File: config.mk
export PLATFORM = sky130hd
export DESIGN_NAME = br_amba_apb2axil
export DESIGN_NICKNAME = d
export VERILOG_FILES = /design/src/rtl/br_amba_apb2axil.sv
export SDC_FILE = /design/constraint.sdc
export NUM_CORES = 1
export LEC_CHECK = 0
export ABC_AREA = 1
export CORE_MARGIN = 3
export CORE_UTILIZATION = 44
export CTS_CLUSTER_DIAMETER = 60
export DETAILED_ROUTE_END_ITERATION = 12
export PLACE_DENSITY = 0.86
export SYNTH_ARGS = -nofsm -noshare
export SYNTH_HDL_FRONTEND = slang
export SYNTH_SLANG_ARGS = --single-unit
File: constraint.sdc
create_clock -name clk -period 7.1 [get_ports clk]
set_clock_uncertainty 0.05 [all_clocks]
set_input_delay 0.71 -clock clk [delete_from_list [all_inputs] [get_ports clk]]
set_output_delay 0.71 -clock clk [all_outputs]
set_load 0.005 [all_outputs]
File: src/rtl/br_amba_apb2axil.sv
// APB completer to AXI4-Lite manager bridge.
//
// Accepts one APB transfer at a time, captures the setup-phase request into
// registers, replays it as a single AXI4-Lite read or write, and completes
// the APB access phase with pready once the AXI response has been received.
// AXI address, data, strobe and prot are driven only from the captured
// registers, so they cannot move while a valid is pending.
//
// Ports
//   clk, rst                        clock, asynchronous active-high reset
//   psel_i, penable_i, paddr_i,
//   pwrite_i, pwdata_i, pstrb_i,
//   pprot_i                         APB request
//   prdata_o, pready_o, pslverr_o   APB completion
//   aw*_o / awready_i               AXI write address channel
//   w*_o  / wready_i                AXI write data channel
//   bresp_i, bvalid_i / bready_o    AXI write response channel
//   ar*_o / arready_i               AXI read address channel
//   rdata_i, rresp_i, rvalid_i /
//   rready_o                        AXI read data channel
//
// state   | meaning
// --------+---------------------------------------------------------------
// IDLE    | waiting for an APB setup phase
// WR_REQ  | awvalid/wvalid presented, each dropped after its own handshake
// WR_RESP | bready high, waiting for bvalid
// RD_REQ  | arvalid presented, waiting for arready
// RD_RESP | rready high, waiting for rvalid
// DONE    | pready pulse to the APB requester, back to IDLE next cycle

module br_amba_apb2axil #(
  parameter int AddrWidth = 12,
  parameter int DataWidth = 32,
  localparam int StrbWidth = DataWidth / 8,
  localparam int ApbProtWidth = 3,
  localparam int AxiProtWidth = 3,
  localparam int AxiRespWidth = 2
) (
  input  logic                    clk,
  input  logic                    rst,
  // APB completer
  input  logic                    psel_i,
  input  logic                    penable_i,
  input  logic [AddrWidth-1:0]    paddr_i,
  input  logic                    pwrite_i,
  input  logic [DataWidth-1:0]    pwdata_i,
  input  logic [StrbWidth-1:0]    pstrb_i,
  input  logic [ApbProtWidth-1:0] pprot_i,
  output logic [DataWidth-1:0]    prdata_o,
  output logic                    pready_o,
  output logic                    pslverr_o,
  // AXI4-Lite AW
  output logic [AddrWidth-1:0]    awaddr_o,
  output logic [AxiProtWidth-1:0] awprot_o,
  output logic                    awvalid_o,
  input  logic                    awready_i,
  // AXI4-Lite W
  output logic [DataWidth-1:0]    wdata_o,
  output logic [StrbWidth-1:0]    wstrb_o,
  output logic                    wvalid_o,
  input  logic                    wready_i,
  // AXI4-Lite B
  input  logic [AxiRespWidth-1:0] bresp_i,
  input  logic                    bvalid_i,
  output logic                    bready_o,
  // AXI4-Lite AR
  output logic [AddrWidth-1:0]    araddr_o,
  output logic [AxiProtWidth-1:0] arprot_o,
  output logic                    arvalid_o,
  input  logic                    arready_i,
  // AXI4-Lite R
  input  logic [DataWidth-1:0]    rdata_i,
  input  logic [AxiRespWidth-1:0] rresp_i,
  input  logic                    rvalid_i,
  output logic                    rready_o
);

  if (AddrWidth < 12) begin : gen_bad_addr_width
    $error("br_amba_apb2axil: AddrWidth must be at least 12");
  end
  if (DataWidth < 32 || (DataWidth & (DataWidth - 1)) != 0) begin : gen_bad_data_width
    $error("br_amba_apb2axil: DataWidth must be a power of two and at least 32");
  end

  localparam logic [5:0] S_IDLE    = 6'b000001;
  localparam logic [5:0] S_WR_REQ  = 6'b000010;
  localparam logic [5:0] S_WR_RESP = 6'b000100;
  localparam logic [5:0] S_RD_REQ  = 6'b001000;
  localparam logic [5:0] S_RD_RESP = 6'b010000;
  localparam logic [5:0] S_DONE    = 6'b100000;

  logic [5:0]              state_q, state_d;
  logic [AddrWidth-1:0]    addr_q, addr_d;
  logic [DataWidth-1:0]    wdata_q, wdata_d;
  logic [StrbWidth-1:0]    strb_q, strb_d;
  logic [AxiProtWidth-1:0] prot_q, prot_d;
  logic                    aw_pend_q, aw_pend_d;
  logic                    w_pend_q, w_pend_d;
  logic [DataWidth-1:0]    prdata_q, prdata_d;
  logic                    err_q, err_d;

  // Only resp[1] distinguishes SLVERR/DECERR from OKAY/EXOKAY.
  logic unused_resp_lsb;
  assign unused_resp_lsb = bresp_i[0] ^ rresp_i[0];

  always_comb begin
    state_d   = state_q;
    addr_d    = addr_q;
    wdata_d   = wdata_q;
    strb_d    = strb_q;
    prot_d    = prot_q;
    aw_pend_d = aw_pend_q;
    w_pend_d  = w_pend_q;
    prdata_d  = prdata_q;
    err_d     = err_q;
    case (state_q)
      S_IDLE: begin
        // An access phase without a prior setup is deliberately ignored.
        if (psel_i && !penable_i) begin
          addr_d  = paddr_i;
          wdata_d = pwdata_i;
          strb_d  = pstrb_i;
          prot_d  = pprot_i;
          if (pwrite_i) begin
            aw_pend_d = 1'b1;
            w_pend_d  = 1'b1;
            state_d   = S_WR_REQ;
          end else begin
            state_d = S_RD_REQ;
          end
        end
      end
      S_WR_REQ: begin
        aw_pend_d = aw_pend_q && !awready_i;
        w_pend_d  = w_pend_q && !wready_i;
        if (!aw_pend_d && !w_pend_d) state_d = S_WR_RESP;
      end
      S_WR_RESP: begin
        if (bvalid_i) begin
          err_d   = bresp_i[1];
          state_d = S_DONE;
        end
      end
      S_RD_REQ: begin
        if (arready_i) state_d = S_RD_RESP;
      end
      S_RD_RESP: begin
        if (rvalid_i) begin
          prdata_d = rdata_i;
          err_d    = rresp_i[1];
          state_d  = S_DONE;
        end
      end
      S_DONE:  state_d = S_IDLE;
      default: state_d = S_IDLE;
    endcase
  end

  always_ff @(posedge clk or posedge rst) begin
    if (rst) begin
      state_q   <= S_IDLE;
      addr_q    <= '0;
      wdata_q   <= '0;
      strb_q    <= '0;
      prot_q    <= '0;
      aw_pend_q <= 1'b0;
      w_pend_q  <= 1'b0;
      prdata_q  <= '0;
      err_q     <= 1'b0;
    end else begin
      state_q   <= state_d;
      addr_q    <= addr_d;
      wdata_q   <= wdata_d;
      strb_q    <= strb_d;
      prot_q    <= prot_d;
      aw_pend_q <= aw_pend_d;
      w_pend_q  <= w_pend_d;
      prdata_q  <= prdata_d;
      err_q     <= err_d;
    end
  end

  // Handshake outputs decode straight from the registered state so that an
  // asynchronous reset clears them in the same instant.
  assign awvalid_o = (state_q == S_WR_REQ) && aw_pend_q;
  assign wvalid_o  = (state_q == S_WR_REQ) && w_pend_q;
  assign bready_o  = (state_q == S_WR_RESP);
  assign arvalid_o = (state_q == S_RD_REQ);
  assign rready_o  = (state_q == S_RD_RESP);
  assign pready_o  = (state_q == S_DONE);
  assign pslverr_o = (state_q == S_DONE) && err_q;
  assign prdata_o  = prdata_q;

  assign awaddr_o = addr_q;
  assign araddr_o = addr_q;
  assign awprot_o = prot_q;
  assign arprot_o = prot_q;
  assign wdata_o  = wdata_q;
  assign wstrb_o  = strb_q;

  a_state_onehot: assert property (@(posedge clk) disable iff (rst)
    $onehot(state_q));
  a_access_without_setup: assert property (@(posedge clk) disable iff (rst)
    (state_q == S_IDLE) |-> !(psel_i && penable_i));
  a_psel_dropped_early: assert property (@(posedge clk) disable iff (rst)
    (state_q != S_IDLE) |-> psel_i);
  a_aw_stable: assert property (@(posedge clk) disable iff (rst)
    (awvalid_o && !awready_i) |=> ($stable(awaddr_o) && $stable(awprot_o)));
  a_w_stable: assert property (@(posedge clk) disable iff (rst)
    (wvalid_o && !wready_i) |=> ($stable(wdata_o) && $stable(wstrb_o)));
  a_ar_stable: assert property (@(posedge clk) disable iff (rst)
    (arvalid_o && !arready_i) |=> ($stable(araddr_o) && $stable(arprot_o)));

endmodule

---- Word-level counts from Yosys, hierarchy flattened ----
Cells that the tools add are included.
word-level totals
  bits in registers ....................... 92
  bits in latches ......................... 0
  memory bits (read-only) ................. 0
  memory bits (writable) .................. 0
  memories ................................ 0
  input port bits ......................... 97
operators by class
  shift operators ......................... 0
  add/subtract/negate cells ............... 0
  bitwise gates (word level) .............. 0
  $lt $le $gt $ge ......................... 0
  div/mod/pow operators ................... 0
  multiply operators ...................... 0
  mux-type cells .......................... 14
  eq/ne operators ......................... 12
  reductions and logical operators ........ 19
operators by type and width
  kind                                                                      count
  6-bit 2-to-1 mux                                                          5
  6-bit one-hot mux with 5 select lines                                     1
  2-bit inequality test (second input constant)                             5
  1-bit logical AND                                                         7
  6-bit by 1-bit equality test with 1-bit output (second input constant)    1
  6-bit by 2-bit equality test with 1-bit output (second input constant)    1
  6-bit by 3-bit equality test with 1-bit output (second input constant)    1
  6-bit by 4-bit equality test with 1-bit output (second input constant)    1
  6-bit by 5-bit equality test with 1-bit output (second input constant)    1
  6-bit equality test (second input constant)                               1
  1-bit one-hot mux with 2 select lines                                     3
  3-bit AND reduction                                                       2
  1-bit zero test                                                           5
  5-bit AND reduction                                                       1
  1-bit 2-to-1 mux                                                          4
  4-bit 2-to-1 mux                                                          1
  2-bit AND reduction                                                       2
  2-bit nonzero test                                                        2
  2-bit by 1-bit inequality test with 1-bit output (second input constant)  1

---- Depth between registers and ports, before layout ----
  depth after elaboration ................. 6
  mapped depth ............................ 9
  mapped depth without buffers ............ 9

---- Least setup slack after synthesis ----
Ideal clock, no wire load.
  path kind ............................... flip-flop to output port
  start point ............................. register state_q[2]
  end point ............................... output rready_o
  data arrival time ....................... 1033 ps
  slack ................................... 5307 ps
  stages on the path, launching flop included .. 7
  buffers on the path ..................... 1
  data required time ...................... 6340 ps
  cell sequence ........................... dfrtp_1 > nor2_2 > nand2_1 > inv_2 > nand2_2 > inv_4 > buf_4
on the way
  longest elaborated chain between the ends .. 1
RTL lines
  item                                            line  source
  from (decl)                                     92    logic [5:0] state_q, state_d;
  from (signal assigned)                          171   state_q <= state_d;
  6-bit by 5-bit equality test with 1-bit output  189   assign rready_o = (state_q == S_RD_RESP);
  to (decl)                                       75    output logic rready_o
Every way passes these cells.

---- Worst setup path in the final report ----
  start point ............................. register state_q[1]
  end point ............................... output rready_o
The elaborated chain is that of the path after synthesis.

==> impl_results.md <==
- Outcome: finished clean
- Average size of a mapped cell: 8.96 µm²
- Synthesis-to-finish area growth: 49.9%
- Number of synthesized register bits: 92
- CP max-delay cell: clkdlybuf4s50_1
- Drt pass-1 iters: 4
- Number of port buffers: 199
- End of the worst hold path: prdata_o[31]
- Die Y: 103 µm
- Wire per inst: 13.5 µm
- Fmax: 347 MHz
- Clock Tree Buf Depth: 2
- Hold Path Depth: 2
- CP Class: register to output port
- Core ar.: 8930 µm²
- Die Wd: 103 µm
- Clock slew at reported path FFs: 0.08 ns
- Crit share post-route: 40.5%
- Hold_buf cts: 0
- Grt ovf: 0
- Drt initial violations: 96
- DP Area: 6000 µm²
- Syn. warnings: 0
- Fraction of layout cells with a size suffix above 1: 9.64%
- Crit Path Max Fanout: 35
- # DRC: 0
- Die ar.: 10600 µm²
- Clock sinks: 92
- Min Tclk post-route: 2.88 ns
- Setup Buffers After CTS: 0
- RSZ-0062 raised after global routing: false
- Crit path launch type: register
- Number of buffers created by CTS: 9
- CP peak stage delay: 0.57 ns
- Library cells used by synthesis: 22
- Synthesized instance count: 462
- Mapped Area: 4140 µm²
- Max IR drop VDD: 308 µV
- Std-Cell Rows: 34
- CP required: 6.34 ns
- Vias in the first global route: 3365
- Finish-stage setup viols: 0
- Max-slew violations: 0
- Seq/Total Area, Yosys: 55.6%
- H-tree Lvls: 3
- Initial antenna violation count: 0
- Final hold vios: 0
- Reg2Reg Depth: 8
- Rel. slew slack: 26.1%
- Syn Nets: 559
- GRT Total Usage: 19.0%
- Root Buffer: clkbuf_8
- Starting Density: 46.3%
- First-pass GRT wire length: 15900 µm
- Worst-Skew Late Latency: 0.35 ns
- Reg2reg end: araddr_o[8]
- Num ports: 202
- Largest net degree at the start of global routing: 103
- Vias per inst: 4.67
- DRT antenna net count: 0
- Inserted Diodes: 0
- Total power: 2.06 mW
- CTS tree: done
- Tightest Pin Transition: 1.11 ns
- Reg-to-Reg Start: state_q[0]
- CP Data Arrival Time: 2.12 ns
- Gpl congestion: 0.792
- Post-CTS sizing: 0
- Vias: 3508
- Routed WL: 10200 µm
- Nets: 735
- Max-cap violations: 0
- Sum of negative setup slack: 0 ns
- Cell Chain, Critical Path: nor2_2, nand2_1, inv_2, nand2_2, inv_4, clkdlybuf4s50_1
- Pwr/cell area: 333 nW/µm²
- Hpwl dp: 7630 µm
- Setup crit end kind: output port
- Setup slack, reg-to-reg: 5.09 ns
- Design area: 6210 µm²
- Leakage: 3.13 nW
- HP Start: prdata_o[31]
- Min-delay worst type: register to register
-- sequential cells by signal, indices dropped and copies added, names as in the netlist --
signal     flops
prdata_o      32
wdata_o       32
araddr_o      12
state_q        6
wstrb_o        4
arprot_o       3
aw_pend_q      1
err_q          1
w_pend_q       1
-- routing by layer --
layer / track usage (%) / up-vias / wire length, µm
met1: 22.8 / 1630 / 4030
li1: - / 1747 / -
met3: 5.68 / 13 / 714
met5: 0 / - / 0
met2: 32.9 / 118 / 5260
met4: 5.68 / 0 / 166
-- how the worst max path moves through the flow --
stage / startpoint / end / slack, ns / cells past startpoint
global route: state_q[1] / rready_o / 4.09 / 6
CTS: state_q[1] / rready_o / 4.21 / 6
detailed placement: penable_i / wdata_o[1] / 4.50 / 6
finish: state_q[1] / rready_o / 4.22 / 6
floorplan: rst / araddr_o[0] / 3.95 / 1
global placement: penable_i / wdata_o[2] / 4.56 / 6
-- through the flow --
step	instances	utilization [%]	worst slack [ns]	hold WS, ns
floorplan	462	-	3.95	0.405
global placement	735	67.2	4.56	0.404
detailed placement	735	67.2	4.50	0.408
CTS	751	69.5	4.21	0.431
global route	751	69.5	4.09	0.447
finish	751	69.5	4.22	0.429
-- layout make-up --
class                           count  area (µm²)
Sequential cell                    92        2300
Clock buffer                       10         138
Tap cell                          108         135
Inverter                           76         290
Timing Repair Buffer              201        2010
Multi-Input combinational cell    258        1260
Fill cell                         708        2730
Clock inverter                      6        68.8
-- cell usage in the layout (no fill, tap or decap), drive strengths merged --
| master | synthesis | routed |
|---|---|---|
| a21oi | 4 | 4 |
| buf | 30 | 2 |
| bufinv | 0 | 1 |
| clkbuf | 6 | 10 |
| clkdlybuf4s50 | 0 | 199 |
| clkinv | 0 | 1 |
| clkinvlp | 0 | 1 |
| dfrtp | 91 | 91 |
| dfstp | 1 | 1 |
| inv | 76 | 79 |
| nand2 | 138 | 138 |
| nand3 | 42 | 42 |
| nand4 | 3 | 3 |
| nor2 | 16 | 16 |
| nor3b | 1 | 1 |
| o21ai | 54 | 54 |
-- kinds of logic after synthesis --
kind of cell           count (synthesis)  share of synthesized area [%]
AO/OA/AOI/OAI                         58                           9.82
buffers and inverters                112                           14.0
flip-flops                            92                           55.6
AND/OR/NAND/NOR                      200                           20.5
-- Yosys cell counts, drive strengths merged --
cell type	count	share of area, %
buf	30	6.5
nand4	3	0.45
clkbuf	6	0.54
inv	76	7.0
nor2	16	1.8
nand2	138	13
nor3b	1	0.18
o21ai	54	9.3
a21oi	4	0.48
nand3	42	5.3
dfstp	1	0.63
dfrtp	91	55
-- critical path, delay by kind of cell, from the launching register on --
kind | cells | cell delay [ns]
buffers and inverters | 3 | 0.93
and+or+nand+nor | 3 | 0.40
DFF | 1 | 0.42
-- where the power goes --
| group | switching, mW | internal (mW) | total (mW) |
|---|---|---|---|
| combinational | 0.361 | 0.521 | 0.882 |
| clock | 0.190 | 0.176 | 0.366 |
| sequential | 0.108 | 0.709 | 0.817 |
Note: power is estimated with default switching activity, not from simulation.
